===== config.mk =====
export PLATFORM = sky130hd
export DESIGN_NAME = pc_sequencer
export DESIGN_NICKNAME = d
export VERILOG_FILES = /design/src/rtl/pc_sequencer.sv
export SDC_FILE = /design/constraint.sdc
export NUM_CORES = 1
export LEC_CHECK = 0
export CELL_PAD_IN_SITES_DETAIL_PLACEMENT = 1
export CELL_PAD_IN_SITES_GLOBAL_PLACEMENT = 1
export CORE_ASPECT_RATIO = 0.75
export CORE_MARGIN = 4
export CORE_UTILIZATION = 45
export DETAILED_ROUTE_END_ITERATION = 8
export GPL_TIMING_DRIVEN = 0
export MAX_ROUTING_LAYER = met4
export PLACE_DENSITY = 0.84
export SETUP_SLACK_MARGIN = 0.5
export SLEW_MARGIN = 15
export SYNTH_ARGS = -nofsm -noshare
export SYNTH_HDL_FRONTEND = slang
export SYNTH_SLANG_ARGS = --single-unit

===== constraint.sdc =====
create_clock -name clk -period 3.85 [get_ports clk]
set_input_delay 0.77 -clock clk [delete_from_list [all_inputs] [get_ports clk]]
set_output_delay 0.77 -clock clk [all_outputs]
set_load 0.005 [all_outputs]

===== src/rtl/pc_sequencer.sv =====
`timescale 1ns/1ps
`default_nettype none
// ============================================================================
// Module   : pc_sequencer
// Purpose  : Program counter with a return-address stack. Optional FAULT
//            parking on stack misuse is enabled by defining STACK_FAULT_EN.
// Revision : 1.0
// ============================================================================
module pc_sequencer #(
    parameter int PC_WIDTH    = 5,
    parameter int STACK_DEPTH = 4,
    parameter int SP_WIDTH    = $clog2(STACK_DEPTH) + 1
) (
    input  logic                clk,
    input  logic                rst_n,
    input  logic                en,
    input  logic                jmp,
    input  logic                cal,
    input  logic                ret,
    input  logic [PC_WIDTH-1:0] jmp_addr,
    input  logic                fault_clr,
    output logic [PC_WIDTH-1:0] pc,
    output logic [SP_WIDTH-1:0] sp,
    output logic                stack_full,
    output logic                stack_empty,
    output logic                fault
);

    localparam int                  c_idx_w   = $clog2(STACK_DEPTH);
    localparam logic [SP_WIDTH-1:0] c_sp_full = SP_WIDTH'(STACK_DEPTH);
    localparam logic [SP_WIDTH-1:0] c_sp_one  = SP_WIDTH'(1);

    logic [PC_WIDTH-1:0] r_pc;
    logic [SP_WIDTH-1:0] r_sp;
    logic [PC_WIDTH-1:0] r_stack [STACK_DEPTH];

    logic [PC_WIDTH-1:0] w_pc_nxt;
    logic [PC_WIDTH-1:0] w_pc_inc;
    logic [PC_WIDTH-1:0] w_top;
    logic [SP_WIDTH-1:0] w_sp_nxt;
    logic [c_idx_w-1:0]  w_top_idx;
    logic [c_idx_w-1:0]  w_push_idx;
    logic                w_push;
    logic                w_full;
    logic                w_empty;

    assign w_full     = (r_sp == c_sp_full);
    assign w_empty    = (r_sp == '0);
    assign w_pc_inc   = r_pc + PC_WIDTH'(1);
    // Index is forced to 0 when empty so the read never leaves the array.
    assign w_top_idx  = w_empty ? '0 : c_idx_w'(r_sp - c_sp_one);
    assign w_push_idx = c_idx_w'(r_sp);
    assign w_top      = r_stack[w_top_idx];

`ifdef STACK_FAULT_EN
    typedef enum logic [0:0] {
        ST_RUN   = 1'b0,
        ST_FAULT = 1'b1
    } state_t;

    state_t r_state;
    state_t w_state_nxt;

    always_ff @(posedge clk or negedge rst_n) begin
        if (!rst_n) begin
            r_state <= ST_RUN;
        end else begin
            r_state <= w_state_nxt;
        end
    end

    always_comb begin
        w_state_nxt = r_state;
        w_pc_nxt    = r_pc;
        w_sp_nxt    = r_sp;
        w_push      = 1'b0;
        case (r_state)
            ST_RUN: begin
                if (en) begin
                    if (ret) begin
                        if (w_empty) begin
                            w_state_nxt = ST_FAULT;
                        end else begin
                            w_pc_nxt = w_top;
                            w_sp_nxt = r_sp - c_sp_one;
                        end
                    end else if (cal) begin
                        if (w_full) begin
                            w_state_nxt = ST_FAULT;
                        end else begin
                            w_push   = 1'b1;
                            w_pc_nxt = jmp_addr;
                            w_sp_nxt = r_sp + c_sp_one;
                        end
                    end else if (jmp) begin
                        w_pc_nxt = jmp_addr;
                    end else begin
                        w_pc_nxt = w_pc_inc;
                    end
                end
            end
            ST_FAULT: begin
                // Soft restart; the stack contents are left as don't-care.
                if (fault_clr) begin
                    w_state_nxt = ST_RUN;
                    w_pc_nxt    = '0;
                    w_sp_nxt    = '0;
                end
            end
            default: begin
                w_state_nxt = ST_RUN;
            end
        endcase
    end

    assign fault = (r_state == ST_FAULT);
`else
    logic w_unused_fault_clr;
    assign w_unused_fault_clr = fault_clr;

    always_comb begin
        w_pc_nxt = r_pc;
        w_sp_nxt = r_sp;
        w_push   = 1'b0;
        if (en) begin
            if (ret && !w_empty) begin
                w_pc_nxt = w_top;
                w_sp_nxt = r_sp - c_sp_one;
            end else if (ret) begin
                w_pc_nxt = w_pc_inc;
            end else if (cal) begin
                // A call on a full stack still jumps; only the push is lost.
                w_pc_nxt = jmp_addr;
                if (!w_full) begin
                    w_push   = 1'b1;
                    w_sp_nxt = r_sp + c_sp_one;
                end
            end else if (jmp) begin
                w_pc_nxt = jmp_addr;
            end else begin
                w_pc_nxt = w_pc_inc;
            end
        end
    end

    assign fault = 1'b0;
`endif

    always_ff @(posedge clk or negedge rst_n) begin
        if (!rst_n) begin
            r_pc <= '0;
            r_sp <= '0;
        end else begin
            r_pc <= w_pc_nxt;
            r_sp <= w_sp_nxt;
        end
    end

    always_ff @(posedge clk or negedge rst_n) begin
        if (!rst_n) begin
            for (int i = 0; i < STACK_DEPTH; i++) begin
                r_stack[i] <= '0;
            end
        end else if (w_push) begin
            r_stack[w_push_idx] <= w_pc_inc;
        end
    end

    assign pc          = r_pc;
    assign sp          = r_sp;
    assign stack_full  = w_full;
    assign stack_empty = w_empty;

endmodule
`default_nettype wire

# == Word-level counts from Yosys, hierarchy flattened ==
# Cells that the tools add are included.
# op_classes
bitwise,2
n_addsub,3
reduce_logical,6
order_cmp,3
muxes,20
n_eq_ne,3
# op_table
cell,count
two-way mux 5 bit,7
bitwise mux 20 bit,1
two-way mux 3 bit,4
binary-select mux 5 bit (select 2 bit),1
demux 5 bit (select 2 bit),1
greater-or-equal comparator 3 bit (second input constant),2
inverter 2 -> 3 bit,2
adder 5 x 1 -> 5 bit (second input constant),1
two-way mux 1 bit,5
inequality test 2 x 1 -> 1 bit (second input constant),2
AND reduction 4 bit,1
adder 3 x 1 -> 3 bit (second input constant),1
equality test 3 bit (second input constant),1
zero test 3 bit,1
less-than comparator 3 x 1 -> 1 bit (second input constant),1
subtractor 3 x 1 -> 3 bit (second input constant),1
logical AND 1 bit,2
two-way mux 2 bit,1
nonzero test 2 bit,1
zero test 1 bit,1
# word_totals
wordCells,43
output_inout_bits,11
inputBits,12
reg_bits,28

# == Depth between registers and ports, before layout ==
# logic_depth
word_depth,7
depth_mapped,7
ltp_nobuf,7

# == Worst setup path before layout ==
# No wires, ideal clock.
# synth_timing
kind,reg2out
from,"reg r_sp[0], in the netlist sp[0]"
to,out stack_full
path_stages_with_launch,5
path_slack_ns,1.747
t_arrival_ns,1.333
n_path_buf,0
path_cell_list,dfrtp_1 > clkinv_1 > ha_1 > nand2_1 > inv_1
# synth_between
elab_chain_len,1
# synth_lines
element,line,rtl
from (decl),34,logic [SP_WIDTH-1:0] r_sp;
from (signal assigned),155,r_sp <= w_sp_nxt;
equality test 3 bit,47,assign w_full = (r_sp == c_sp_full);
to (decl),24,"output logic stack_full,"
# No other way between the ends.

# == Worst setup path after layout ==
# Same ends and word-level chain as after synthesis.

==> key figures <==
Timing
  – Max-slew violation count: 0
  – Worst-margin pin slew: approximately 0.64 ns
  – Relative slew margins: 0.576
  – RSZ-0062 raised after global routing: false
  – Final Critical Period: 3.12 ns
  – Final Cycle Share: 0.810
  – Clk_skew: 0.00576 ns
  – # setup viols final: 0
  – Final hold vios: 0
  – Max Freq: approximately 320 MHz
  – TNS Setup: 0 ns

Power and ir drop
  – Switching Fraction: 0.389
  – P per Cell Area: 755 nW/um^2
  – Int Power: 0.000889 W
  – Sequential power share: 0.375
  – Peak supply drop: about 0.00038 V
  – Switching Power: 0.000565 W
  – Clk pwr share: 0.162
  – Gate power share: 0.463
  – P_leak: 0.828 nW

Layout
  – Antenna Cells: 0
  – Area grow syn2layout: 18.9%
  – Nets: 188
  – Fillcell total: 380
  – Layout cells sized above 1: 0.243
  – Final Util: 0.570

Clocking
  – Root Buffer Master: clkbuf_8
  – CTS tree: yes
  – # hold bufs at CTS: 0
  – CTS max path bufs: 2
  – Clk_lat worst skew: 0.28 ns
  – CTS buffer count: 3
  – Clk sink count: 28
  – Clk pin slew, worst setup/hold paths: 0.10 ns
  – Post-cts sizing count: 0
  – H-tree Lvls: 1
  – Post-CTS setup buffers: 0

Worst setup path
  – CP max stage delay: 0.46 ns
  – Critical path cell sequence: clkinv_1, ha_1, nand2_1, inv_1, clkdlybuf4s50_1
  – Crit path kind: flip-flop to primary output
  – Worst Setup End Kind: primary output
  – CP max FO: 11
  – Slowest CP cell: clkdlybuf4s50_1
  – Worst Path Required: 3.08 ns
  – Startpoint Class: flip-flop
  – Arr. time, crit path: 2.35 ns

Detailed routing
  – WL final: 4210 um
  – Vias per cell: 5.85
  – Via count: around 1200
  – Post-route DRC: 0
  – Starting DRT DRC Count: ~110
  – Routed Antenna Nets: 0
  – Drt pass-1 iters: 4
  – WL/cell: 20.2 um

Logic synthesis
  – Post-synth EDFFs: 0
  – Synth area leader: dfrtp_1
  – Top FF cell, synth: dfrtp_1
  – Avg Cell Area, Syn: 11.1 um^2
  – Post-Syn Nets: ~160
  – Post-synthesis sequential area ratio: 0.432
  – Yosys cell types: 41
  – Yosys warns: 0
  – Netlist Area Pre-Place: 1620 um^2
  – Async set or reset register ratio after synthesis: 1.00
  – #FFs+latches synth: 28
  – Largest cells by area after synthesis: dfrtp_1, mux2_2, ha_1
  – Top cell type's share of synthesized area: 0.432
  – Cell count after synthesis: between 100 and 150

Hold path
  – Worst hold path class: input pin to asynchronous set/reset pin

Global routing
  – Largest net degree at the start of global routing: 29
  – First-pass GRT wire length: 7000 um
  – Vias in the first global route: 1242
  – Total grt overflow: 0
  – Antenna violations before repair: 0
  – Total global-route track usage: 0.204

Die
  – I/O Pins: 23
  – DIE HEIGHT: 60.0 um
  – Chip width: a little under 80 um
  – # rows: 18
  – Starting Density: 0.480
  – Core area: 3380 um^2
  – Die area: 4630 um^2

Status
  – Status: finished clean

Place
  – HPWL after DPL: ~3100 um
  – Port Buf Inserts: 19
  – RePlAce Congestion: about 0.8

Job
  – Max cap viols: 0
==> cell type report <==
cell class / instances / area (um^2) / area share
well taps: 40 / 50.0 / 0.0260
clock inverters: 1 / 30.0 / 0.0156
inverters: 6 / 22.5 / 0.0117
flip-flops and latches: 28 / 701 / 0.364
plain buffers: 6 / 47.5 / 0.0247
repair buffers: 19 / 185 / 0.0961
clock buffers: 3 / 41.3 / 0.0214
multi-input cells: 106 / 850 / 0.441
==> kinds of logic after synthesis <==
kind of cell | Yosys count | synth area share
XOR/XNOR | 6 | 0.0324
flip-flops | 28 | 0.432
AO/OA/AOI/OAI | 29 | 0.134
adder cells (fa/ha/maj) | 6 | 0.0463
other | 1 | 0.00231
buffers and inverters | 12 | 0.0432
AND/OR/NAND/NOR | 42 | 0.160
multiplexers | 22 | 0.150
==> power groups by stage <==
stage,sequential [W],clock [W],combinational [W]
global placement,0.000529,0,0.000631
floorplan,0.000516,0,0.000425
CTS,0.000542,0.000238,0.000670
detailed placement,0.000547,0,0.000663
finish,0.000546,0.000235,0.000673
global route,0.000564,0.000252,0.000730
==> through the flow <==
step	instances	instance area, um^2	hold slack [ns]	power (W)	setup slack [ns]
after global routing	209	1930	0.536	0.00155	0.550
after global placement	205	1860	0.462	0.00116	1.13
final	209	1930	0.500	0.00145	0.733
after detailed placement	205	1860	0.481	0.00121	1.04
after CTS	209	1930	0.505	0.00145	0.706
after floorplan	146	1620	0.443	0.000941	1.75
==> flip-flops by register name, summed over array words and instances, names as in the netlist <==
register / cells
pc: 5
r_stack: 20
sp: 3
==> synthesized netlist by cell type (all sizes together), types with 4 or more instances <==
library cell and count:
xnor2 4, inv 5, buf 6, o21ai 10, dfrtp 28, nand2 8
nor2 8, o211ai 4, nand3 9, ha 6, mux2i 4, mux2 18
==> placed cells by master (no fill, tap or decap), types with 4 or more instances in the layout <==
cell,instances
nor2_1,7
nand3_1,6
dfrtp_1,28
clkdlybuf4s50_1,18
o21ai_0,9
ha_1,6
mux2i_1,4
nand2_1,8
mux2_2,18
o211ai_1,4
xnor2_1,4
inv_1,4
==> metal layers <==
layer | vias up | share of wire | routed length (um) | GRT usage
met3 | 4 | 0.046 | 193 | 0.0437
met5 | - | 0 | 0 | -
met1 | 619 | 0.49 | 2080 | 0.275
met4 | 0 | 0.0050 | 21 | 0.0355
met2 | 30 | 0.46 | 1920 | 0.326
li1 | 570 | - | - | -
==> worst paths after layout <==
check | start | to | slack, ns | cells past startpoint
worst min register to register | r_stack[5] | r_stack[5] | 0.51 | 2
max in group asynchronous | rst_n | r_stack[7] | 2.94 | 1
worst max register to register | sp[0] | pc[1] | 1.53 | 6
min in group clk | r_stack[5] | r_stack[5] | 0.51 | 2
worst min-delay path | rst_n | sp[2] | 0.50 | 1
worst max-delay path | sp[0] | stack_full | 0.73 | 5
==> worst max-delay path: cells and delay by family (launching register included) <==
| family | cells | cell delay [ns] |
|---|---|---|
| adder cells (fa/ha/maj) | 1 | 0.42 |
| buffers and inverters | 3 | 0.92 |
| flip-flops | 1 | 0.44 |
| AND/OR/NAND/NOR | 1 | 0.29 |
No activity file was read; power rests on OpenSTA's default activity.
